$ cat config.mk
export PLATFORM = sky130hd
export DESIGN_NAME = instr_image_writer
export DESIGN_NICKNAME = d
export VERILOG_FILES = /design/src/rtl/riscv_enc_pkg.sv /design/src/rtl/instr_encode.sv /design/src/rtl/instr_image_writer.sv
export SDC_FILE = /design/constraint.sdc
export NUM_CORES = 1
export LEC_CHECK = 0
export BUFFER_PORTS_ARGS = -buffer_cell sky130_fd_sc_hd__buf_4
export CAP_MARGIN = 20
export CORE_UTILIZATION = 53
export CTS_CLUSTER_DIAMETER = 200
export CTS_CLUSTER_SIZE = 25
export DETAILED_ROUTE_END_ITERATION = 10
export GPL_TIMING_DRIVEN = 0
export PLACE_DENSITY = 0.78
export SLEW_MARGIN = 20
export SYNTH_ARGS = -nofsm -noshare
export SYNTH_HDL_FRONTEND = slang
export SYNTH_SLANG_ARGS = --single-unit
$ cat constraint.sdc
create_clock -name clk -period 2.56 [get_ports clk]
set_clock_uncertainty 0.05 [all_clocks]
set_input_delay 0.64 -clock clk [delete_from_list [all_inputs] [get_ports clk]]
set_output_delay 0.64 -clock clk [all_outputs]
set_load 0.01 [all_outputs]
$ cat src/rtl/riscv_enc_pkg.sv
// Shared encoding constants, op and FSM state types for the instruction image writer.
// No logic; consumed by the encoder and the writer FSM.
package riscv_enc_pkg;

   typedef enum logic [2:0] {
      OP_ADD  = 3'd0,
      OP_SUB  = 3'd1,
      OP_ADDI = 3'd2,
      OP_XOR  = 3'd3,
      OP_ANDI = 3'd4,
      OP_SRA  = 3'd5,
      OP_LW   = 3'd6,
      OP_SW   = 3'd7
   } op_t;

   localparam logic [6:0] OPCODE_R     = 7'b0110011;
   localparam logic [6:0] OPCODE_I     = 7'b0010011;
   localparam logic [6:0] OPCODE_LOAD  = 7'b0000011;
   localparam logic [6:0] OPCODE_STORE = 7'b0100011;

   localparam logic [2:0] F3_ADD  = 3'b000;
   localparam logic [2:0] F3_XOR  = 3'b100;
   localparam logic [2:0] F3_SRA  = 3'b101;
   localparam logic [2:0] F3_ANDI = 3'b111;
   localparam logic [2:0] F3_WORD = 3'b010;

   localparam logic [6:0] F7_BASE = 7'b0000000;
   localparam logic [6:0] F7_ALT  = 7'b0100000;

   typedef enum logic [1:0] {
      ST_IDLE  = 2'd0,
      ST_WRITE = 2'd1,
      ST_DONE  = 2'd2
   } state_t;

endpackage

$ cat src/rtl/instr_encode.sv
// Encodes op + register/immediate fields into a 32-bit RV32I word.
// Latency: purely combinational; backpressure: none (no handshake).
module instr_encode
   import riscv_enc_pkg::*;
(
   input  logic [2:0]  op,
   input  logic [4:0]  rd,
   input  logic [4:0]  rs1,
   input  logic [4:0]  rs2,
   input  logic [11:0] imm,
   output logic [31:0] word
);

   always_comb begin
      word = '0;
      case (op_t'(op))
         OP_ADD:  word = {F7_BASE, rs2, rs1, F3_ADD, rd, OPCODE_R};
         OP_SUB:  word = {F7_ALT,  rs2, rs1, F3_ADD, rd, OPCODE_R};
         OP_XOR:  word = {F7_BASE, rs2, rs1, F3_XOR, rd, OPCODE_R};
         OP_SRA:  word = {F7_ALT,  rs2, rs1, F3_SRA, rd, OPCODE_R};
         OP_ADDI: word = {imm, rs1, F3_ADD,  rd, OPCODE_I};
         OP_ANDI: word = {imm, rs1, F3_ANDI, rd, OPCODE_I};
         OP_LW:   word = {imm, rs1, F3_WORD, rd, OPCODE_LOAD};
         OP_SW:   word = {imm[11:5], rs2, rs1, F3_WORD, imm[4:0], OPCODE_STORE};
         default: word = '0;
      endcase
   end

endmodule

$ cat src/rtl/instr_image_writer.sv
// Writes encoded instructions MSB-first as bytes into instruction memory, then a zero terminator on flush.
// Latency: bytes on cycles N+1..N+4 after accept; backpressure: in_ready low while writing, flushing, full or done.
module instr_image_writer
   import riscv_enc_pkg::*;
#(
   parameter int ADDR_W = 7
) (
   input  logic              clk,
   input  logic              rst,
   input  logic              in_valid,
   output logic              in_ready,
   input  logic [2:0]        in_op,
   input  logic [4:0]        in_rd,
   input  logic [4:0]        in_rs1,
   input  logic [4:0]        in_rs2,
   input  logic [11:0]       in_imm,
   input  logic              flush,
   output logic              mem_we,
   output logic [ADDR_W-1:0] mem_addr,
   output logic [7:0]        mem_wdata,
   output logic              busy,
   output logic              full,
   output logic              done
);

   localparam int WC_W = ADDR_W - 2;
   localparam logic [WC_W-1:0]   WC_MAX = '1;
   localparam logic [WC_W-1:0]   WC_ONE = {{(WC_W-1){1'b0}}, 1'b1};
   localparam logic [ADDR_W-1:0] WP_ONE = {{(ADDR_W-1){1'b0}}, 1'b1};

   state_t            state;
   logic [31:0]       sreg;
   logic [1:0]        cnt;
   logic [ADDR_W-1:0] wp;
   logic [WC_W-1:0]   word_count;
   logic              flush_pending;
   logic              term;
   logic [31:0]       enc_word;
   logic              accept;

   instr_encode u_enc (
      .op   (in_op),
      .rd   (in_rd),
      .rs1  (in_rs1),
      .rs2  (in_rs2),
      .imm  (in_imm),
      .word (enc_word)
   );

   assign full      = (word_count == WC_MAX);
   assign in_ready  = (state == ST_IDLE) && !full && !flush_pending;
   assign accept    = in_valid && in_ready;
   assign busy      = (state == ST_WRITE);
   assign done      = (state == ST_DONE);
   assign mem_we    = busy;
   assign mem_addr  = wp;
   assign mem_wdata = sreg[31:24];

   always_ff @(posedge clk) begin
      if (rst) begin
         state         <= ST_IDLE;
         sreg          <= '0;
         cnt           <= '0;
         wp            <= '0;
         word_count    <= '0;
         flush_pending <= 1'b0;
         term          <= 1'b0;
      end else begin
         case (state)
            ST_IDLE: begin
               if (flush_pending || (flush && !accept)) begin
                  sreg          <= '0;
                  term          <= 1'b1;
                  cnt           <= '0;
                  flush_pending <= 1'b0;
                  state         <= ST_WRITE;
               end else if (accept) begin
                  sreg          <= enc_word;
                  term          <= 1'b0;
                  cnt           <= '0;
                  flush_pending <= flush;
                  state         <= ST_WRITE;
               end
            end
            ST_WRITE: begin
               sreg <= {sreg[23:0], 8'h00};
               cnt  <= cnt + 2'd1;
               if (flush && !term)
                  flush_pending <= 1'b1;
               // Hold wp on the terminator's last byte so it never wraps to 0.
               if (!(term && cnt == 2'd3))
                  wp <= wp + WP_ONE;
               if (cnt == 2'd3) begin
                  if (term) begin
                     state <= ST_DONE;
                  end else begin
                     state      <= ST_IDLE;
                     word_count <= word_count + WC_ONE;
                  end
               end
            end
            ST_DONE: state <= ST_DONE;
            default: state <= ST_IDLE;
         endcase
      end
   end

endmodule

# After elaboration in Yosys (flattened, before gate mapping)
# Index checks and enable logic that the tools add are counted.
dict set report op_classes {
  add_sub_neg 3
  eq_ne 14
  mux 18
  n_bitwise 2
  n_reduce_logical 21
}
# op count
set op_table {}
lappend op_table {{$pmux 32 s8} 1}
lappend op_table {{$mux 32} 2}
lappend op_table {{$pmux 32 s2} 1}
lappend op_table {{$eq 3x3->1 const B} 4}
lappend op_table {{$mux 2} 6}
lappend op_table {{$reduce_and 2->1} 4}
lappend op_table {{$add 7x1->7 const B} 1}
lappend op_table {{$eq 3x2->1 const B} 2}
lappend op_table {{$logic_and 1x1->1} 6}
lappend op_table {{$pmux 2 s3} 1}
lappend op_table {{$reduce_and 3->1} 2}
lappend op_table {{$add 5x1->5 const B} 1}
lappend op_table {{$eq 5x5->1 const B} 1}
lappend op_table {{$mux 1} 5}
lappend op_table {{$eq 2x2->1 const B} 2}
lappend op_table {{$logic_not 1->1} 4}
lappend op_table {{$ne 2x1->1 const B} 2}
lappend op_table {{$pmux 2 s2} 1}
lappend op_table {{$reduce_bool 2->1} 2}
lappend op_table {{$eq 3x1->1 const B} 1}
lappend op_table {{$logic_not 3->1} 1}
lappend op_table {{$ne 3x2->1 const B} 1}
lappend op_table {{$add 2x1->2 const B} 1}
lappend op_table {{$eq 2x1->1 const B} 1}
lappend op_table {{other kinds (4)} 5}
dict set report totals {
  ff_bits 50
  out_inout_bits 20
}

# Logic depth before layout (Yosys ltp)
dict set report logic_depth {
  depth_word 10
  ltp_mapped 9
  ltp_nobuf 7
}

# By module
# From an unflattened synthesis, not the netlist that was laid out.
dict set report unflattened {
  cells_unflattened 297
  area_unflattened_um2 2627.5
}
# module instances cells_per_inst area_per_inst_um2 seq_area_each_um2
set modules_own_cells {}
lappend modules_own_cells {instr_image_writer 1 256 2292.2 1001.0}
lappend modules_own_cells {instr_encode 1 41 335.3 0.0}

# Least setup slack after synthesis
# No wires, ideal clock.
dict set report synth_path {
  path_type {register to register}
  from {reg word_count[0]}
  to {reg sreg[25]}
  arrival_time_ps 1955
  t_required_ps 2430
  path_slack_ps 474
  path_stages_with_launch 9
  path_buffers 1
  period_less_slack_ps 2086
  path_cell_list {dfxtp_1 -> ha_1 -> and3_1 -> ha_1 -> or3b_1 -> a211oi_2 -> buf_6 -> nand3_1 -> a211oi_2}
}
dict set report synth_between {
  elab_chain_cells 10
  word_cells_on_any_way 12
}
# element line
set synth_lines {}
lappend synth_lines {{from (decl)} instr_image_writer.sv:35} ;# logic [WC_W-1:0] word_count;
lappend synth_lines {{from (signal assigned)} instr_image_writer.sv:98} ;# word_count <= word_count + WC_ONE;
lappend synth_lines {{$eq 5x5->1 (*)} instr_image_writer.sv:50} ;# assign full = (word_count == WC_MAX);
lappend synth_lines {{named net full} instr_image_writer.sv:22} ;# output logic full,
lappend synth_lines {{$logic_not 1->1 (*)} instr_image_writer.sv:51} ;# assign in_ready = (state == ST_IDLE) && !full && !flush_pending;
lappend synth_lines {{$logic_and 1x1->1 (*) (2 in series)} instr_image_writer.sv:51}
lappend synth_lines {{$logic_and 1x1->1 (*)} instr_image_writer.sv:52} ;# assign accept = in_valid && in_ready;
lappend synth_lines {{$logic_not 1->1} instr_image_writer.sv:71} ;# if (flush_pending || (flush && !accept)) begin
lappend synth_lines {{$logic_and 1x1->1} instr_image_writer.sv:71}
lappend synth_lines {{$logic_or 1x1->1} instr_image_writer.sv:71}
lappend synth_lines {{$mux 32 or $ne 3x2->1 (tied branches)} --}
lappend synth_lines {{$pmux 32 s2 or $reduce_and 2->1 (tied branches)} --}
lappend synth_lines {{to (signal assigned)} instr_image_writer.sv:78} ;# sreg <= enc_word;
lappend synth_lines {{to (signal assigned)} instr_image_writer.sv:86} ;# sreg <= {sreg[23:0], 8'h00};
lappend synth_lines {{to (decl)} instr_image_writer.sv:32} ;# logic [31:0] sreg;
# Mark *: on every way through the listed nets, which the timed path passes. The rest lies on a longest branch.
# A chain may end at the register's enable or synchronous reset.

# Final worst setup path
dict set report layout_path {
  from {reg word_count[0]}
  to {out in_ready}
}
dict set report layout_between {
  elab_chain_cells 4
}
# element line
set layout_lines {}
lappend layout_lines {{$eq 5x5->1} instr_image_writer.sv:50}
lappend layout_lines {{$logic_not 1->1} instr_image_writer.sv:51}
lappend layout_lines {{$logic_and 1x1->1 (2 in series)} instr_image_writer.sv:51}
lappend layout_lines {{to (decl)} instr_image_writer.sv:11} ;# output logic in_ready,
# Every way passes these cells.

==> results_dict.tcl <==
set metrics [dict create \
    design_area_sq_um 2780 \
    cts_buffers 5 \
    preCtsSetupSlack_ps 288.5 \
    gr-total-overflow 0 \
    ys_top_cells_by_area "dfxtp_1, nor2_1, mux2_2" \
    min_to "cnt[0]$_SDFFE_PP0P_" \
    clk_latency_ps 290 \
    die_w_um 67.12 \
    root_buffer "clkbuf_8" \
    critical-path-slowest-cell "dfxtp_1" \
    vias 1966 \
    routed_via_density 5.507 \
    drv_cap 0 \
    dieArea_sq_um 4504 \
    r2r_end "sreg[20]$_SDFFE_PP0P_" \
    cpLargestDelayFamily "simple AND/OR/NAND/NOR gates" \
    ys_seq_area_share_pct 40.98 \
    h-tree-depth 2 \
    syn_to_final_growth_pct 23.72 \
    drt_pass1_iterations 5 \
    pin_count 54 \
    path_cells "ha_1, and3_1, ha_1, nor4_1, buf_4" \
    track_usage_pct 24.86 \
    met3_length_um 289 \
    grt_pass1_wl_mm 8.376 \
    critPathKind "reg2out" \
    async_flop_share_pct 0 \
    nNetsFinal 344 \
    synth-seq-cells 46 \
    setup_tns_ps 0 \
    diodes 0 \
    r2r-start "word_count[0]$_SDFFE_PP0P_" \
    fin_crit_ps 2407 \
    grt_pass1_vias 1776 \
    yosys_warnings 0 \
    finalMaxSlewViolations 0 \
    core_sq_um 4029 \
    cp-start-kind "register" \
    path_common_cell "ha_1" \
    synth_nets 287 \
    die_y_um 67.12 \
    placementRows 23 \
    antenna_found_initial 0 \
    clk_pin_slew_ps 80 \
    synth.top_cells.by_count "dfxtp_1, nor2_1, o21ai_0" \
    status "finished, final reports clean" \
    top_layer "met4" \
    rsz0062_at_grt "no" \
    tightestPinTransition_ps 643.8 \
    required_ps 1870 \
    ctsResizeCount 0 \
    dp.cells 350 \
    synth_area_sq_um 2247 \
    yosys_most_used_dff "dfxtp_1" \
    syn_avg_cell_area_sq_um 9.025 \
    path_max_fanout 4 \
    yosys.area.top_type "dfxtp_1" \
    dpl-instance-area_sq_um 2693 \
    nFillCells 333 \
    wirelength_mm 5.060 \
    whs_ps 438.3 \
    drc 0 \
    synth-edff-count 0 \
    path_buf_inv 1 \
    arrival_ps 1720 \
    final_layout_size_suffix_gt1_share_pct 32.57 \
    fin_crit_sh_pct 94.02 \
    first_iter_violations 150 \
    routabilityCongestion 0.8022 \
    yosysTopAreaCellShare_pct 40.98 \
    timing.fmax_ghz 0.4155 \
    max_slew_margin_pct 56.99 \
    syn_inst 249 \
    dp.final_hpwl_mm 3.731 \
    grt_max_degree 21 \
    powerDensity_nw_per_um2 567.1 \
    final_cells 357 \
    start_util_pct 55.78 \
    cellLeakagePower_nw 1.165 \
    setup_viol 0 \
    hold_viol 0 \
    critPathMaxStageDelay_ps 340 \
    hold_path.class "reg2reg" \
    synth_most_common_cell "dfxtp_1" \
    r2r_cells 8 \
    wire_per_inst_um 14.17 \
    io_buffers 51 \
    synth_cell_types 43 \
    met1_length_mm 2.354 \
    ir_drop_v 0.0003433 \
    routed-wl-met2_mm 2.372 \
    cts_setup_buffers 0 \
    min_from "cnt[0]$_SDFFE_PP0P_" \
    clkSinkCount 46 \
    final_antenna_net_count 0 \
    cts_tree "done" \
    hold_buffers 0 \
    final.setup.worst_slack_ps 153.0 \
    end_kind "primary output" \
    holdPathStages 1 \
    cts_buffer_depth 2 \
    r2r_setup_slack_ps 310 \
]
==> cell type report <==
type                       instances  area (sq um)  area share, %
buffer                            26         163.9          5.896
clock buffer                       7         86.33          3.105
clock inverter                     1         5.005         0.1800
inverter                           3         11.26         0.4050
multi-input combinational        173          1147          41.27
sequential                        46         920.9          33.12
tap                               50         62.56          2.250
timing repair buffer              51         382.9          13.77
==> logic make-up (layout without fill, tap and decap cells) <==
logic type	Yosys count	in the layout	synth area share (%)
AND/OR/NAND/NOR	86	86	18.60
AO/OA/AOI/OAI	63	63	21.10
flip-flops	46	46	40.98
buffers and inverters	30	88	7.962
multiplexers	13	13	6.403
XOR/XNOR	7	7	2.728
adder cells (fa/ha/maj)	4	4	2.227
==> sequential cells by signal, indices dropped and copies added (netlist names) <==
name,cells
mem_addr,7
word_count,5
sreg,28
flush_pending,1
cnt,2
state,2
term,1
==> per-stage QoR <==
step | utilization [%] | total power (W)
final | 69.01 | 0.001577
after global routing | 69.01 | 0.001650
after CTS | 69.01 | 0.001588
after detailed placement | 66.83 | 0.001143
after global placement | 66.83 | 0.001135
after floorplan | - | 0.001020
==> how the worst max path moves through the flow <==
stage / startpoint / endpoint / slack, ps / depth (start not counted)
detailed placement: state[1]$_SDFFE_PP0P_ / mem_we / 290 / 6
global placement: state[1]$_SDFFE_PP0P_ / mem_we / 300 / 6
global route: word_count[0]$_SDFFE_PP0P_ / in_ready / 40 / 5
finish: word_count[0]$_SDFFE_PP0P_ / in_ready / 150 / 5
CTS: word_count[0]$_SDFFE_PP0P_ / in_ready / 120 / 5
floorplan: word_count[0]$_SDFFE_PP0P_ / sreg[25]$_SDFFE_PP0P_ / 470 / 8
==> layer usage <==
layer	global-route usage (%)	up-vias
met5	0	-
met4	7.713	0
met3	3.425	4
met2	39.50	58
met1	34.52	912
li1	-	992
==> cell usage in the layout, fill, tap and decap left out, types with 4 or more instances in the layout <==
cell type   n
o21ai_0    15
dfxtp_1    46
a211oi_1    5
nand2_1    13
xor2_1      4
nor2_1     38
a22oi_1    12
a21oi_1    11
buf_4      64
clkbuf_8    6
nor2b_1     5
ha_1        4
nand3_1    10
a211oi_2    8
mux2_2     11
a222oi_1    5
clkbuf_1   10
==> power by group <==
part	total (W)	leakage (nW)	internal [W]	switching, W
clock	0.000451	0.0482	0.000218	0.000233
sequential	0.000794	0.376	0.000763	0.0000304
combinational	0.000332	0.740	0.000166	0.000166
(Power assumes the default switching activity.)
